<file path="src/rtl/dmem_arbiter.sv">
// dmem_arbiter: round-robin arbiter/sequencer for the single-ported data RAM.
// Two requesters (m0 = CPU mem stage, m1 = loader/debug) share one RAM.
// Ports:
//   clk_i, rst_i            clock, async active-high reset
//   mN_req/we/addr/wdata_i  requester N transaction, held until mN_gnt_o
//   mN_gnt_o                accept (combinational, IDLE only)
//   mN_rvalid/rdata/err_o   one-cycle completion with read data / error
//   ram_*                   RAM strobes, address, write data, read data, error
module dmem_arbiter #(
    parameter int DATA_W = 64,
    parameter int ADDR_W = 64,
    parameter int RD_LAT = 0
) (
    input  logic              clk_i,
    input  logic              rst_i,
    input  logic              m0_req_i,
    input  logic              m0_we_i,
    input  logic [ADDR_W-1:0] m0_addr_i,
    input  logic [DATA_W-1:0] m0_wdata_i,
    output logic              m0_gnt_o,
    output logic              m0_rvalid_o,
    output logic [DATA_W-1:0] m0_rdata_o,
    output logic              m0_err_o,
    input  logic              m1_req_i,
    input  logic              m1_we_i,
    input  logic [ADDR_W-1:0] m1_addr_i,
    input  logic [DATA_W-1:0] m1_wdata_i,
    output logic              m1_gnt_o,
    output logic              m1_rvalid_o,
    output logic [DATA_W-1:0] m1_rdata_o,
    output logic              m1_err_o,
    output logic              ram_r_en_o,
    output logic              ram_w_en_o,
    output logic [ADDR_W-1:0] ram_addr_o,
    output logic [DATA_W-1:0] ram_wdata_o,
    input  logic [DATA_W-1:0] ram_rdata_i,
    input  logic              ram_err_i
);

    typedef enum logic [1:0] {
        S_IDLE,
        S_ISSUE,
        S_WAIT,
        S_RESP
    } state_t;

    localparam logic [3:0] LAT = 4'(RD_LAT);

    state_t            state_q, state_d;
    logic              last_gnt_q, last_gnt_d;
    logic              id_q, id_d;
    logic              we_q, we_d;
    logic [ADDR_W-1:0] addr_q, addr_d;
    logic [DATA_W-1:0] wdata_q, wdata_d;
    logic [3:0]        cnt_q, cnt_d;
    logic [DATA_W-1:0] rdata_q, rdata_d;
    logic              err_q, err_d;

    always_ff @(posedge clk_i or posedge rst_i) begin
        if (rst_i) begin
            state_q    <= S_IDLE;
            last_gnt_q <= 1'b1;
            id_q       <= 1'b0;
            we_q       <= 1'b0;
            addr_q     <= '0;
            wdata_q    <= '0;
            cnt_q      <= '0;
            rdata_q    <= '0;
            err_q      <= 1'b0;
        end else begin
            state_q    <= state_d;
            last_gnt_q <= last_gnt_d;
            id_q       <= id_d;
            we_q       <= we_d;
            addr_q     <= addr_d;
            wdata_q    <= wdata_d;
            cnt_q      <= cnt_d;
            rdata_q    <= rdata_d;
            err_q      <= err_d;
        end
    end

    always_comb begin
        state_d    = state_q;
        last_gnt_d = last_gnt_q;
        id_d       = id_q;
        we_d       = we_q;
        addr_d     = addr_q;
        wdata_d    = wdata_q;
        cnt_d      = cnt_q;
        rdata_d    = rdata_q;
        err_d      = err_q;
        m0_gnt_o   = 1'b0;
        m1_gnt_o   = 1'b0;
        unique case (state_q)
            S_IDLE: begin
                // m0 wins when alone or when m1 was served last
                if (m0_req_i && (!m1_req_i || last_gnt_q)) begin
                    m0_gnt_o = 1'b1;
                end else if (m1_req_i) begin
                    m1_gnt_o = 1'b1;
                end
                if (m0_gnt_o || m1_gnt_o) begin
                    id_d       = m1_gnt_o;
                    last_gnt_d = m1_gnt_o;
                    we_d       = m1_gnt_o ? m1_we_i : m0_we_i;
                    addr_d     = m1_gnt_o ? m1_addr_i : m0_addr_i;
                    wdata_d    = m1_gnt_o ? m1_wdata_i : m0_wdata_i;
                    state_d    = S_ISSUE;
                end
            end
            S_ISSUE: begin
                cnt_d   = LAT;
                state_d = S_WAIT;
            end
            S_WAIT: begin
                if (cnt_q == 4'd0) begin
                    // writes and faulted reads return zero data
                    rdata_d = (we_q || ram_err_i) ? '0 : ram_rdata_i;
                    err_d   = ram_err_i;
                    state_d = S_RESP;
                end else begin
                    cnt_d = cnt_q - 4'd1;
                end
            end
            S_RESP: begin
                rdata_d = '0;
                err_d   = 1'b0;
                state_d = S_IDLE;
            end
            default: state_d = S_IDLE;
        endcase
    end

    logic resp;
    assign resp = (state_q == S_RESP);

    assign ram_r_en_o  = (state_q == S_ISSUE) && !we_q;
    assign ram_w_en_o  = (state_q == S_ISSUE) && we_q;
    assign ram_addr_o  = addr_q;
    assign ram_wdata_o = wdata_q;

    assign m0_rvalid_o = resp && !id_q;
    assign m1_rvalid_o = resp && id_q;
    assign m0_rdata_o  = m0_rvalid_o ? rdata_q : '0;
    assign m1_rdata_o  = m1_rvalid_o ? rdata_q : '0;
    assign m0_err_o    = m0_rvalid_o && err_q;
    assign m1_err_o    = m1_rvalid_o && err_q;

endmodule

</file>
<file path="config.mk">
export PLATFORM = sky130hd
export DESIGN_NAME = dmem_arbiter
export DESIGN_NICKNAME = d
export VERILOG_FILES = /design/src/rtl/dmem_arbiter.sv
export SDC_FILE = /design/constraint.sdc
export NUM_CORES = 1
export LEC_CHECK = 0
export ABC_AREA = 1
export BUFFER_PORTS_ARGS = -buffer_cell sky130_fd_sc_hd__buf_2
export CAP_MARGIN = 5
export CORE_AREA = 2 2 233 235
export DETAILED_ROUTE_END_ITERATION = 12
export DIE_AREA = 0 0 235 237
export PLACE_DENSITY_LB_ADDON = 0.25
export SYNTH_ARGS = -nofsm -noshare
export SYNTH_HDL_FRONTEND = slang
export SYNTH_SLANG_ARGS = --single-unit
</file>
<file path="constraint.sdc">
create_clock -name clk_i -period 8.5 [get_ports clk_i]
set_clock_uncertainty 0.1 [all_clocks]
set_input_delay 0.85 -clock clk_i [delete_from_list [all_inputs] [get_ports clk_i]]
set_output_delay 0.85 -clock clk_i [all_outputs]
set_load 0.01 [all_outputs]
</file>
==> flow_metrics.py <==
metrics = {
    "status": {
        "status": "finished clean",
    },
    "power_and_ir_drop": {
        "vdd_drop_max_uv": 163.9,
        "total_leakage_power_uw": 0.008488,
        "power_density_mw_per_mm2": 326.8,
    },
    "cts": {
        "cts_tree": "built",
        "cts_resized": 0,
        "clk_latency_ns": 0.54,
        "post_cts_buffers": 0,
        "cts_sinks": 202,
        "cts_buffer_depth": 3,
        "cts_root_buf": "clkbuf_16",
        "cts_buffers": 25,
        "hold_buffers": 0,
        "clk_pin_slew_ns": 0.06,
        "htree_levels": 1,
    },
    "grt": {
        "groute.usage.overall_pct": 13.16,
        "grt_pass1_vias": 10590,
        "grt_start_max_net_pins": 183,
        "antenna_found_initial": 5,
        "grt_pass1_wl_mm": 58.85,
        "grt-ovfl-total": 0,
    },
    "cells_and_area": {
        "post-route-util_pct": 27.47,
        "areaGrowthSynthToFinish_pct": 41.68,
        "drive_above_1_share_pct": 33.16,
        "final_nets": 2267,
        "fillers": 5955,
    },
    "yosys": {
        "synth_area_sq_mm": 0.01033,
        "ys_warn_count": 0,
        "ys_ff_latch": 202,
        "yosysTopAreaCell": "dfrtp_1",
        "ys_top_cells_by_count": "536 x nand2_1, 210 x inv_1, 201 x dfrtp_1, 136 x nor2_1, 129 x o211ai_1",
        "syn_inst": 1395,
        "synth_edf_count": 0,
        "synthFlopType": "dfrtp_1",
        "syn_area_per_cell_sq_um": 7.404,
        "async_flop_share_pct": 100.0,
        "ys_top_cells_by_area": "dfrtp_1 49%, nand2_1 19%, o211ai_1 9.4%",
        "ys_types": 19,
        "ys_seq_area_share_pct": 48.95,
        "post-synth-top-count-cell": "nand2_1",
        "synth_fp_nets": 1729,
        "yosys.area.top_type_share_pct": 48.70,
    },
    "setup_path": {
        "critical_path.startpoint": "state_q[0]$_DFFE_PP0P_",
        "crit_chain": "ha_1 > inv_1 > nor2_1 > inv_2 > buf_4 > nor2_1 > buf_2",
        "crit_required_ns": 7.55,
        "r2r_start": "state_q[0]$_DFFE_PP0P_",
        "r2r_setup_slack_ns": 5.53,
        "rr_endpoint": "ram_addr_o[55]$_DFFE_PP0P_",
        "cp-start-kind": "flop",
        "cp_slowest_cell": "buf_4",
        "path_class": "flop to output port",
        "cp-end-kind": "output port",
        "critPathArrivalTime_ns": 2.41,
        "slowest_delay_ns": 0.49,
        "cp_common_cell": "nor2_1",
        "path_max_fanout": 59,
        "r2r_cells": 9,
    },
    "placed_design": {
        "post-dp-hpwl_mm": 28.11,
        "place_ws_ns": 5.173,
        "io_buffers": 590,
        "routabilityCongestion": 0.8427,
    },
    "sta": {
        "finalSetupTns_ns": 0,
        "final_max_slew_viol_count": 0,
        "worst_pin_slew_ns": 1.153,
        "setup_slack_ns": 5.142,
        "setup_violations": 0,
        "rsz0062_at_grt": "false",
        "fin_crit_sh_pct": 39.51,
        "max_freq_ghz": 0.2978,
        "hold_violations": 0,
        "fin_crit_ns": 3.358,
        "slew_headroom_pct": 23.13,
    },
    "die": {
        "start_util_pct": 19.38,
        "fp-row-count": 85,
        "pin_count": 591,
        "die_area_sq_mm": 0.05570,
        "die_y_microns": 237,
        "core_sq_mm": 0.05328,
        "fp.dieW_microns": 235,
    },
    "detailed_routing": {
        "first_pass_iters": 4,
        "vias": 10720,
        "routed_wl_mm": 38.03,
        "viasPerCell": 4.046,
        "detail-route-antenna-nets": 0,
        "first_iter_violations": 390,
        "routedWlPerCell_microns": 14.36,
        "drc_errors": 0,
    },
    "worst_hold_path": {
        "hold_class": "input pin to async pin",
    },
    "job": {
        "maxCapViolations": 0,
    },
}
==> where the power goes <==
part / switching (uW) / internal, uW
sequential: 249 / 1410
combinational: 1370 / 699
clock: 422 / 634
==> cells by family after synthesis <==
family                   Yosys count  synth area share (%)
buffers and inverters            303                 12.25
AND/OR/NAND/NOR                  742                 27.86
XOR/XNOR                           1               0.08481
flip-flops                       202                 48.95
adder cells (fa/ha/maj)            7                0.8479
AO/OA/AOI/OAI                    140                 10.01
==> worst max-delay path: cells and delay by family, from the launching register on <==
family | cells | cell delay (ns)
buffers and inverters | 4 | 0.90
flip-flops | 1 | 0.41
adder cells (fa/ha/maj) | 1 | 0.29
AND/OR/NAND/NOR | 2 | 0.25
==> stage by stage <==
step                hold slack, ns  instance area [sq um]  total power, uW  cells
floorplan                   0.3491                  10330             2966   1395
global placement            0.3585                  13830             3766   2602
detailed placement          0.3599                  13830             3794   2602
CTS                         0.2989                  14630             4899   2647
global route                0.3288                  14630             5205   2648
finish                      0.3001                  14630             4782   2649
==> cells in the final DEF, fill, tap and decap left out, drive strengths merged, types with 2 or more instances in the layout <==
cell / count
diode: 2
ha: 7
nor2: 136
nand2: 536
nand3: 69
buf: 601
a21oi: 3
o211ai: 129
dfrtp: 201
clkbuf: 43
inv: 213
o21ai: 7
==> worst max-delay path by stage <==
stage                                   to  slack [ns]  cells past startpoint
3_3_place_gp   ram_wdata_o[24]$_DFFE_PP0P_        5.19                      8
3_5_place_dp   ram_wdata_o[46]$_DFFE_PP0P_        5.17                      8
5_1_grt                      m0_rdata_o[4]        4.93                      7
2_1_floorplan         cnt_q[0]$_DFFE_PP0P_        2.04                      1
4_1_cts                      m0_rdata_o[1]        5.04                      7
6_report                     m0_rdata_o[4]        5.14                      7
==> layer usage <==
metal  track usage [%]  part of all wire [%]  up-vias  routed length (microns)
met5                 0                  0.13        -                       49
met4             3.241                   1.7        8                      649
met3             4.069                   8.7       43                     3305
met2             23.50                    50      397                    18970
met1             15.27                    40     4901                    15060
li1                  -                     -     5369                        -
==> area by class of cell <==
class	count	area [sq um]	share of cell area, %
diodes	2	5.005	0.03420
well taps	696	870.8	5.951
flip-flops and latches	202	5056	34.55
inverters	213	809.5	5.532
clock inverters	2	38.79	0.2650
clock buffers	43	763.2	5.215
multi-input cells	890	4043	27.62
repair buffers	601	3048	20.83
==> registers in the layout, indices dropped and copies added (netlist names) <==
name         count
rdata_q         64
ram_addr_o      64
id_q             1
last_gnt_q       1
err_q            1
ram_wdata_o     64
cnt_q            4
we_q             1
state_q          2
Power figures use the tool's default switching activity.
